### src/rtl/dmem_arbiter.sv
// dmem_arbiter
//   Shares the single-port data memory between the CPU load/store path and a
//   second requester (DMA/debug). One access per cycle. Contention is resolved
//   round-robin. Load data comes back one cycle after the grant, with a valid
//   strobe.
//
//   Handshake: a requester raises req with we/addr/wdata stable and holds them
//   until it sees gnt in the same cycle. The access is accepted in that cycle.
//   The requester may drop req before it is granted, and nothing happens.
//
//   Build option: DMEM_ARB_CPU_PRIORITY_EN
//     defined   -> fixed priority. The CPU always wins contention.
//     undefined -> round-robin. The side that was not granted last wins a tie.
//
// Ports
//   clk, reset                  rising-edge clock, synchronous active-high reset
//   cpuReq/We/Addr/Wdata        CPU request in
//   cpuGnt/Stall/Rvalid/Rdata   CPU grant, stall, load return
//   dmaReq/We/Addr/Wdata        DMA request in
//   dmaGnt/Rvalid/Rdata         DMA grant, load return
//   memIndex/WrtEn/DataIn       to DMemController
//   memDataOut                  from DMemController (valid 1 cycle after index)
//   errOob                      sticky out-of-range flag
//   dbgLastGnt                  debug view of the arbiter state (1 = DMA last)
module dmem_arbiter #(
  parameter int DBITS        = 32,
  parameter int DMEMADDRBITS = 13,
  parameter int DMEMWORDBITS = 2,
  parameter int DMEMWORDS    = 2048
) (
  input  logic                             clk,
  input  logic                             reset,
  input  logic                             cpuReq,
  input  logic                             cpuWe,
  input  logic [DBITS-1:0]                 cpuAddr,
  input  logic [DBITS-1:0]                 cpuWdata,
  output logic                             cpuGnt,
  output logic                             cpuStall,
  output logic                             cpuRvalid,
  output logic [DBITS-1:0]                 cpuRdata,
  input  logic                             dmaReq,
  input  logic                             dmaWe,
  input  logic [DBITS-1:0]                 dmaAddr,
  input  logic [DBITS-1:0]                 dmaWdata,
  output logic                             dmaGnt,
  output logic                             dmaRvalid,
  output logic [DBITS-1:0]                 dmaRdata,
  output logic [DMEMADDRBITS-DMEMWORDBITS-1:0] memIndex,
  output logic                             memWrtEn,
  output logic [DBITS-1:0]                 memDataIn,
  input  logic [DBITS-1:0]                 memDataOut,
  output logic                             errOob,
  output logic [0:0]                       dbgLastGnt
);

  localparam int IW = DMEMADDRBITS - DMEMWORDBITS;
  localparam logic [0:0] LAST_CPU = 1'b0;
  localparam logic [0:0] LAST_DMA = 1'b1;
  localparam logic [DBITS-1:0] WORDS_LIM = DBITS'(DMEMWORDS);

  logic [0:0]       last_gnt;
  logic [IW-1:0]    index_q;
  logic             cpu_pend, dma_pend, pend_oob, err_q;
  logic [DBITS-1:0] cpu_hold, dma_hold;

  logic             gnt_cpu, gnt_dma, any_gnt;
  logic             sel_we, sel_oob;
  logic [DBITS-1:0] sel_addr, sel_wdata, load_data;

  // Arbitration. No grants are issued while reset is high.
  always_comb begin
    gnt_cpu = 1'b0;
    gnt_dma = 1'b0;
    if (!reset) begin
      if (cpuReq && dmaReq) begin
`ifdef DMEM_ARB_CPU_PRIORITY_EN
        gnt_cpu = 1'b1;
`else
        if (last_gnt == LAST_DMA) gnt_cpu = 1'b1;
        else                      gnt_dma = 1'b1;
`endif
      end else begin
        gnt_cpu = cpuReq;
        gnt_dma = dmaReq;
      end
    end
  end

  assign any_gnt   = gnt_cpu | gnt_dma;
  assign sel_we    = gnt_dma ? dmaWe    : cpuWe;
  assign sel_addr  = gnt_dma ? dmaAddr  : cpuAddr;
  assign sel_wdata = gnt_dma ? dmaWdata : cpuWdata;

  // The range check uses the full word address, not the truncated index.
  // An address just past the implemented words (e.g. 0x2000) would
  // otherwise alias onto word 0 instead of being flagged.
  assign sel_oob = (sel_addr >> DMEMWORDBITS) >= WORDS_LIM;

  assign cpuGnt    = gnt_cpu;
  assign dmaGnt    = gnt_dma;
  assign cpuStall  = cpuReq & ~gnt_cpu;
  assign memWrtEn  = any_gnt & sel_we & ~sel_oob;
  assign memDataIn = any_gnt ? sel_wdata : '0;
  assign memIndex  = any_gnt ? sel_addr[DMEMADDRBITS-1:DMEMWORDBITS]
                   : (reset ? '0 : index_q);

  // An out-of-range load still completes, but it returns zero
  // instead of whatever the memory happens to present.
  assign load_data = pend_oob ? '0 : memDataOut;

  // Reset masks outputs combinationally. A load granted in the cycle
  // before reset therefore never shows its valid pulse.
  assign cpuRvalid = cpu_pend & ~reset;
  assign dmaRvalid = dma_pend & ~reset;
  assign cpuRdata  = reset ? '0 : (cpuRvalid ? load_data : cpu_hold);
  assign dmaRdata  = reset ? '0 : (dmaRvalid ? load_data : dma_hold);
  assign errOob    = err_q & ~reset;
  assign dbgLastGnt = last_gnt;

  always_ff @(posedge clk) begin
    if (reset) begin
      last_gnt <= LAST_DMA;
      index_q  <= '0;
      cpu_pend <= 1'b0;
      dma_pend <= 1'b0;
      pend_oob <= 1'b0;
      err_q    <= 1'b0;
      cpu_hold <= '0;
      dma_hold <= '0;
    end else begin
      if (any_gnt) begin
        last_gnt <= gnt_dma ? LAST_DMA : LAST_CPU;
        index_q  <= sel_addr[DMEMADDRBITS-1:DMEMWORDBITS];
        if (sel_oob) err_q <= 1'b1;
      end
      cpu_pend <= gnt_cpu & ~cpuWe;
      dma_pend <= gnt_dma & ~dmaWe;
      pend_oob <= sel_oob;
      if (cpuRvalid) cpu_hold <= load_data;
      if (dmaRvalid) dma_hold <= load_data;
    end
  end

endmodule

### config.mk
export PLATFORM = sky130hd
export DESIGN_NAME = dmem_arbiter
export DESIGN_NICKNAME = d
export VERILOG_FILES = /design/src/rtl/dmem_arbiter.sv
export SDC_FILE = /design/constraint.sdc
export NUM_CORES = 1
export LEC_CHECK = 0
export BUFFER_PORTS_ARGS = -buffer_cell sky130_fd_sc_hd__buf_2
export CAP_MARGIN = 20
export CORE_AREA = 2 2 108 110
export CTS_CLUSTER_DIAMETER = 40
export DETAILED_ROUTE_END_ITERATION = 12
export DIE_AREA = 0 0 110 112
export PLACE_DENSITY = 0.68
export SETUP_SLACK_MARGIN = 0.02
export SYNTH_ARGS = -nofsm -noshare
export SYNTH_HDL_FRONTEND = slang
export SYNTH_SLANG_ARGS = --single-unit
### constraint.sdc
create_clock -name clk -period 1.4 [get_ports clk]
set_input_delay 0.28 -clock clk [delete_from_list [all_inputs] [get_ports clk]]
set_output_delay 0.28 -clock clk [all_outputs]
set_load 0.05 [all_outputs]
Word-level counts from Yosys, hierarchy flattened
Index checks and enable logic that the tools add are counted.
- register bits after elaboration: 80
- bits in latches: 0
- RAM bits: 0
- bits in read-only memories: 0
- bits of input ports: 166
- output and inout bits: 115
- word-level logic and storage cells: 43
- memories: 0
- $add $sub $neg: 0
- multiply operators: 0
- divide/modulo/power cells: 0
- magnitude comparators: 1
- eq/ne operators: 0
- shift operators: 0
- mux-type cells: 18
- bitwise gates (word level): 14
- reductions and logical operators: 2
- operators by type and width (cell ; count):
    32-bit two-way mux ; 8
    30-bit by 12-bit >= comparator with 1-bit output (second input constant) ; 1
    11-bit two-way mux ; 2
    1-bit bitwise AND ; 8
    1-bit two-way mux ; 8
    1-bit inverter ; 5
    2-bit AND reduction ; 1
    1-bit logical AND ; 1
    1-bit OR ; 1

Logic depth before layout (Yosys ltp)
Gate-level depths: netlist of the first run.
- depth after elaboration: 7
- gate-level depth with buffers: 6
- gate-level depth less buffers: 5

Least setup slack after synthesis of the first run
OpenSTA, ideal clock, no wires.
- path kind: register to output
- from: register last_gnt, in the netlist dbgLastGnt
- to: output port memIndex[5]
- arrival time: 2.535 ns
- required time: 1.120 ns
- path slack: -1.415 ns
- cell stages (with the launch flop): 7
- path buffers: 2
- cell sequence: dfxtp_1 nand2_1 nand2_1 buf_4 buf_4 nand2_1 a311oi_1
- longest elaborated chain between the ends: 5
- elaborated cells between the ends (all ways): 9
- classes of those cells: 8 x mux; 1 x bitwise
- ends and longest elaborated chain (element ; line ; text):
    start: declaration ; 61 ; logic [0:0] last_gnt;
    start signal: assignment ; 132 ; last_gnt <= gnt_dma ? LAST_DMA : LAST_CPU;
    1-bit two-way mux ; 79 ; if (last_gnt == LAST_DMA) gnt_cpu = 1'b1;
    1-bit two-way mux ; 75 ; if (cpuReq && dmaReq) begin
    1-bit two-way mux ; 74 ; if (!reset) begin
    32-bit two-way mux or 1-bit OR (tied branches) ; 91, 89 ;
    11-bit two-way mux (*) ; 104 ; assign memIndex = any_gnt ? sel_addr[DMEMADDRBITS-1:DMEMWORDBITS]
    end: declaration ; 48 ; output logic [DMEMADDRBITS-DMEMWORDBITS-1:0] memIndex,
Mark *: on every way between the ends. The rest lies on a longest branch, timed or not.

Final worst setup path of the first run
- from: register last_gnt, in the netlist dbgLastGnt
- to: output port memDataIn[20]
- longest elaborated chain between the ends: 5
- elaborated cells between the ends (all ways): 9
- classes of those cells: 8 x mux; 1 x bitwise
- ends and longest elaborated chain (element ; line ; text):
    1-bit two-way mux ; 79 ;
    1-bit two-way mux ; 75 ;
    1-bit two-way mux ; 74 ;
    32-bit two-way mux or 1-bit OR (tied branches) ; 92, 89 ;
    32-bit two-way mux (*) ; 103 ; assign memDataIn = any_gnt ? sel_wdata : '0;
    end: declaration ; 50 ; output logic [DBITS-1:0] memDataIn,
Marks and branches as above.

==> run_results.csv, run 1 <==
group,metric,value,unit
outcome,outcome,"complete, but fails checks",
outcome,failed_checks,"negative setup slack",
placed_design,port_buffers,276,
timing,slew_headroom,74.68,%
placed_design,dp.final_hpwl,11.90,mm
logic_synthesis,synth_area,3787,um2
die,die_h,112,um
timing,fin_crit,2.001,ns
timing,clock_skew,0.007232,ns
die,core,11170,um2
logic_synthesis,avgSynthCellArea,8.093,um2
logic_synthesis,synthTopCellsByArea,"dfxtp_1 (42%), mux2i_1 (17%), nand2_1 (9.1%)",
global_routing,grt_pass1_vias,5456,
logic_synthesis,ys_seq_area_share,42.29,%
logic_synthesis,ys_ff_latch,80,
hold_path,hold_depth,2,
clocking,ctsLongestPathBuffers,2,
logic_synthesis,syn_nets,634,
clocking,cts_made_buffers,9,
global_routing,grt_overflow_total,0,
logic_synthesis,synth_top_area_share,42.29,%
timing,final_min_period_over_clock_period,142.9,%
timing,max_freq,499.9,MHz
clocking,h-tree-depth,3,
clocking,clock_latency,0.34,ns
clocking,cts_hold_buf,0,
critical_path,path_common_cell,"buf_6",
power,p_seq_share,31.0,%
die,start_util,33.89,%
critical_path,crit_family,"buffers and inverters",
global_routing,grt_use_total,33.08,%
clocking,cts-root-buf,"clkbuf_16",
critical_path,cp-end-kind,"output pin",
hold_path,hold_path.class,"input pin to register",
timing,rsz0062_at_grt,"true",
power,fin_total_pwr,7720,uW
detailed_routing,wire_per_inst,25.14,um
logic_synthesis,yosysTopAreaCell,"dfxtp_1",
detailed_routing,wirelength,23.98,mm
timing,holdWs,0.1652,ns
global_routing,grt_max_degree,31,
critical_path,r2r-end,"index_q[6]$_SDFFE_PP0P_",
power,irDropWorstVdd,0.8473,mV
critical_path,startpoint_type,"register",
timing,worst_slack,-0.6006,ns
placed_design,dpl_cell_area,6952,um2
critical_path,crit_required,1.12,ns
global_routing,antenna_found_initial,1,
job,maxCapViolCount,0,
clocking,path_clk_slew,0.06,ns
cells_and_area,layout_commonest_cell,"buf_2",
critical_path,critPathKind,"register to output pin",
power,powerDensity,777.6,nW/um2
critical_path,max_stage_delay,0.37,ns
hold_path,whs_endpoint,"dma_pend$_SDFF_PP0_",
clocking,cts_tree,"yes",
placed_design,routabilityCongestion,0.8670,
power,intPower,5071,uW
die,io_pins,281,
die,die_width,110,um
detailed_routing,drc,0,
timing,setup_violations,115,
logic_synthesis,synth_cell_types,23,
global_routing,grt_pass1_wl,30.06,mm
critical_path,reg2regPathDepth,8,
detailed_routing,via_per_inst,5.447,
critical_path,cp.arrival,1.72,ns
logic_synthesis,synthCells,468,
critical_path,cp_cell_sequence,"nand2_4 > nand2_8 > buf_12 > buf_6 > nand2_1 > a21oi_4 > buf_6",
critical_path,critical_path_buf_inv_count,3,
cells_and_area,nNetsFinal,971,
cells_and_area,fin_area,9928,um2
die,dieArea,12320,um2
timing,worst_pin_slew,0.3798,ns
critical_path,rr_startpoint,"dbgLastGnt$_SDFFE_PP1P_",
critical_path,crit_slowest_cell,"dfxtp_4",
cells_and_area,drive_above_1_share,79.38,%
timing,hold_violations,0,
detailed_routing,drtPass1Iterations,4,
power,clkPwrFrac,34.7,%
detailed_routing,ant_nets,0,
cells_and_area,area_growth,162.1,%
die,fp-row-count,39,
cells_and_area,nFillCells,452,
timing,slew_viol_final,0,
power,swShare,34.32,%
cells_and_area,regArea,1617,um2
power,comb_power_share,34.2,%
placed_design,dpl_worst_slack,-0.8310,ns
cells_and_area,layout_common_cells,"buf_2 (160), dfxtp_1 (76), buf_6 (76)",
critical_path,path_max_fanout,11,
cells_and_area,fin_util,88.85,%
detailed_routing,drt_iter0_markers,242,
critical_path,rrSetupSlack,-0.02,ns
cells_and_area,multi_input_area,4313,um2
power,switching_power,2649,uW
power,p_leak,0.003903,uW
clocking,cts.sinks,80,
logic_synthesis,synth-warning-count,0,
detailed_routing,vias,5196,
hold_path,min_from,"dmaWe",
[layer usage]
layer	track usage [%]	share of wire [%]	vias to the layer above
li1	-	-	2275
met1	32.56	32	2444
met2	62.82	53	353
met3	6.557	7.2	124
met4	17.81	7.1	0
met5	0	0	-
[synthesized netlist by cell type]
library cell  count
clkbuf_1         24
nor4_1            9
o221a_1           1
o32ai_1           1
or2_2             2
inv_2             1
nor2b_1          36
nor4_2            1
nor3_1            1
buf_1             1
dfxtp_1          80
inv_1             3
and3_1            1
buf_2             9
a21oi_1          34
a311oi_1         22
nor2_1           79
or3_1             2
a21o_1            1
and2_1            1
buf_4             3
nand2_1          92
mux2i_1          64
[what timing repair did]
action                                  4_1_cts  5_1_grt
buffers inserted                             16       11
resized for setup                           479       85
pin swaps                                    37       19
cloned                                        9        3
endpoints found under the setup margin      113      118
[layout make-up]
type	count	share of cell area [%]
Multi-Input combinational cell	347	43.44
Timing Repair inverter	1	0.08822
Clock inverter	7	1.021
Antenna cell	1	0.02520
Tap cell	143	1.802
Clock buffer	9	2.268
Sequential cell	80	16.28
Inverter	4	0.3025
Timing Repair Buffer	362	34.77
[sequential cells by signal, summed over array words and instances (netlist names)]
| register | flops |
|---|---|
| dma_pend | 1 |
| dma_hold | 32 |
| pend_oob | 1 |
| index_q | 11 |
| err_q | 1 |
| dbgLastGnt | 1 |
| cpu_pend | 1 |
| cpu_hold | 32 |
[how the worst max path moves through the flow]
stage	end	cells after the start	startpoint
after floorplan	memIndex[5]	6	dbgLastGnt$_SDFFE_PP1P_
after global placement	memWrtEn	7	cpuAddr[18]
after detailed placement	memWrtEn	7	cpuAddr[18]
after CTS	memIndex[6]	7	dbgLastGnt$_SDFFE_PP1P_
after global routing	memDataIn[20]	7	dbgLastGnt$_SDFFE_PP1P_
final	memDataIn[20]	7	dbgLastGnt$_SDFFE_PP1P_
[power by group through the flow]
stage	Combinational (uW)	Sequential [uW]	Clock [uW]
floorplan	1220	2410	0
global placement	1830	2410	0
detailed placement	1860	2420	0
CTS	2440	2380	2600
global route	2730	2400	2800
finish	2640	2390	2680
[worst register-to-register path, cell delays in order, from the launching register on]
cell      delay [ns]
dfxtp_4         0.36
nand2_4         0.09
nand2_8         0.13
inv_12          0.11
buf_12          0.14
nand2_4         0.06
buf_4           0.12
buf_4           0.11
a311oi_1        0.22
[cell families (layout without fill, tap and decap cells)]
| group | count (synthesis) | count (layout) | share of synthesized area, % |
|---|---|---|---|
| simple gates | 224 | 224 | 25.83 |
| flops | 80 | 80 | 42.29 |
| buf+inv | 41 | 383 | 4.658 |
| mux | 64 | 64 | 16.91 |
| compound gates | 59 | 59 | 10.31 |
| other cells | 0 | 1 | 0 |
[stage by stage]
step	TNS [ns]	cells
after global placement	-36.03	906
after floorplan	-14.38	468
after global routing	-54.71	954
after CTS	-47.79	947
final	-50.77	954
after detailed placement	-38.54	906
Power figures use the tool's default switching activity.
==> run 2: changes to the inputs <==
- CORE_AREA: 2 2 108 110 -> 2 2 109 111
- CTS_BUF_LIST: unset -> sky130_fd_sc_hd__clkbuf_4 sky130_fd_sc_hd__clkbuf_8 sky130_fd_sc_hd__clkbuf_16
- DIE_AREA: 0 0 110 112 -> 0 0 111 113
- PLACE_DENSITY: 0.68 -> 0.64
- clock period: 1.4 -> 2.2 ns (I/O delays scaled with it)
==> run_results.csv, run 2 (same netlist as run 1, synthesis figures left out) <==
group,metric,value,unit
outcome,outcome,"completed",
timing,slew_viol_final,0,
critical_path,cp-end-kind,"output pin",
detailed_routing,wire_per_inst,14.48,um
clocking,post_cts_buffers,0,
cells_and_area,largestRegisters,"cpu_hold: 32 flops, dma_hold: 32 flops, index_q: 11 flops",
clocking,h-tree-depth,3,
clocking,cts_tree,"yes",
cells_and_area,drive_above_1_share,51.19,%
critical_path,rrSetupSlack,0.86,ns
critical_path,crit_required,1.76,ns
timing,setup_violations,0,
power,irDropWorstVdd,0.4222,mV
critical_path,reg2regPathDepth,7,
detailed_routing,ant_nets,0,
clocking,cts.sinks,80,
critical_path,r2r-end,"err_q$_SDFFE_PP0P_",
global_routing,grt_pass1_wl,20.31,mm
clocking,cts_made_buffers,9,
clocking,ctsLongestPathBuffers,2,
timing,rsz0062_at_grt,"true",
critical_path,path_max_fanout,19,
critical_path,rr_startpoint,"dbgLastGnt$_SDFFE_PP1P_",
hold_path,hold_path.class,"input pin to register",
global_routing,grt_overflow_total,0,
global_routing,grt_max_degree,62,
clocking,cts-root-buf,"clkbuf_16",
critical_path,crit_start,"dmaReq",
global_routing,grt_use_met1,20.91,%
global_routing,busiest_layer,"met2",
placed_design,routabilityCongestion,0.8545,
detailed_routing,wirelength,13.04,mm
timing,clock_skew,0.004592,ns
timing,finalSetupTns,0,ns
timing,final_min_period_over_clock_period,96.93,%
die,dieArea,12540,um2
die,die_h,113,um
placed_design,port_buffers,276,
critical_path,critPathKind,"input pin to output pin",
cells_and_area,fin_area,6474,um2
timing,hold_violations,0,
critical_path,startpoint_type,"input pin",
die,start_util,33.60,%
global_routing,grt_use_total,20.08,%
power,powerDensity,621.4,nW/um2
detailed_routing,vias,4320,
timing,fin_crit,2.132,ns
cells_and_area,stdcell_count,901,
cells_and_area,nNetsFinal,917,
global_routing,use_met2,38.32,%
placed_design,dp.final_hpwl,10.27,mm
global_routing,use_met3,3.374,%
die,die_width,111,um
placed_design,dpl_cell_area,5878,um2
die,io_pins,281,
detailed_routing,drt_iter0_markers,194,
die,fp-row-count,39,
timing,slew_headroom,73.37,%
cells_and_area,layout_common_cells,"buf_2 (229), nand2_1 (89), nor2_1 (78)",
critical_path,endpoint,"memIndex[0]",
die,core,11270,um2
clocking,clock_latency,0.33,ns
job,maxCapViolCount,0,
global_routing,grt_pass1_vias,4365,
clocking,path_clk_slew,0.06,ns
timing,worst_pin_slew,0.3995,ns
placed_design,dp.cells,883,
timing,max_freq,468.9,MHz
power,p_leak,0.002999,uW
clocking,cts_hold_buf,0,
cells_and_area,area_growth,70.93,%
detailed_routing,drtPass1Iterations,4,
cells_and_area,layout_commonest_cell,"buf_2",
critical_path,cp.arrival,1.69,ns
global_routing,antenna_found_initial,2,
power,fin_total_pwr,4023,uW
detailed_routing,via_per_inst,4.795,
detailed_routing,drc,0,
-- run 2: cell types whose count changed in the layout (fill, tap and decap cells not counted), sizes merged, moves of 2 or more --
cell	delta
buf	-59
clkbuf	+10
clkinvlp	-2
inv	-3
-- run 2: stage by stage --
stage	hold WS (ns)	util (%)	setup slack (ns)
2_1_floorplan	0.4408	-	0.02880
3_3_place_gp	0.4646	52.15	-0.1159
3_5_place_dp	0.4937	52.15	-0.1215
4_1_cts	0.2782	56.33	-0.01245
5_1_grt	0.2846	57.43	0.007858
6_report	0.2927	57.43	0.06757
-- run 2: worst min-delay path by stage --
stage | start | end | slack (ns) | depth (start not counted)
4_1_cts | dmaWe | dma_pend$_SDFF_PP0_ | 0.28 | 2
2_1_floorplan | err_q$_SDFFE_PP0P_ | err_q$_SDFFE_PP0P_ | 0.44 | 2
5_1_grt | dmaWe | dma_pend$_SDFF_PP0_ | 0.28 | 2
3_3_place_gp | err_q$_SDFFE_PP0P_ | err_q$_SDFFE_PP0P_ | 0.46 | 2
6_report | dmaWe | dma_pend$_SDFF_PP0_ | 0.29 | 2
3_5_place_dp | dma_hold[7]$_DFF_P_ | dma_hold[7]$_DFF_P_ | 0.49 | 2
-- run 2: worst max-delay path, cell delays in order --
cell	delay, ns
buf_2	0.12
buf_4	0.14
nor2_1	0.22
nor2_4	0.08
buf_12	0.17
a311oi_4	0.32
buf_6	0.20
-- run 2: layout make-up --
class                           instances  area, um2
Fill cell                            1005       4798
Sequential cell                        80       1610
Clock buffer                           13      267.8
Tap cell                              143      178.9
Timing Repair Buffer                  309       1933
Clock inverter                          3      40.04
Multi-Input combinational cell        347       2421
Inverter                                4      17.52
Antenna cell                            2      5.005
-- run 2: per-layer routing --
layer	wire [um]	share of wire, %
met1	4963	38
met2	6970	53
met3	709	5.4
met4	399	3.1
met5	0	0
-- run 2: repair_timing --
item / 4_1_cts / 5_1_grt
endpoints found under the setup margin: 44 / 51
gates resized for setup: 51 / 34
pin swaps: 0 / 4
endpoints found under the hold margin: 0 / 0
-- run 2: report_power, final --
part	internal, uW	total, uW	switching, uW	leakage, uW
clock	961	1500	538	0.000156
combinational	383	1020	634	0.00219
sequential	1490	1510	17.1	0.000651
total	2830	4020	1190	0.00300
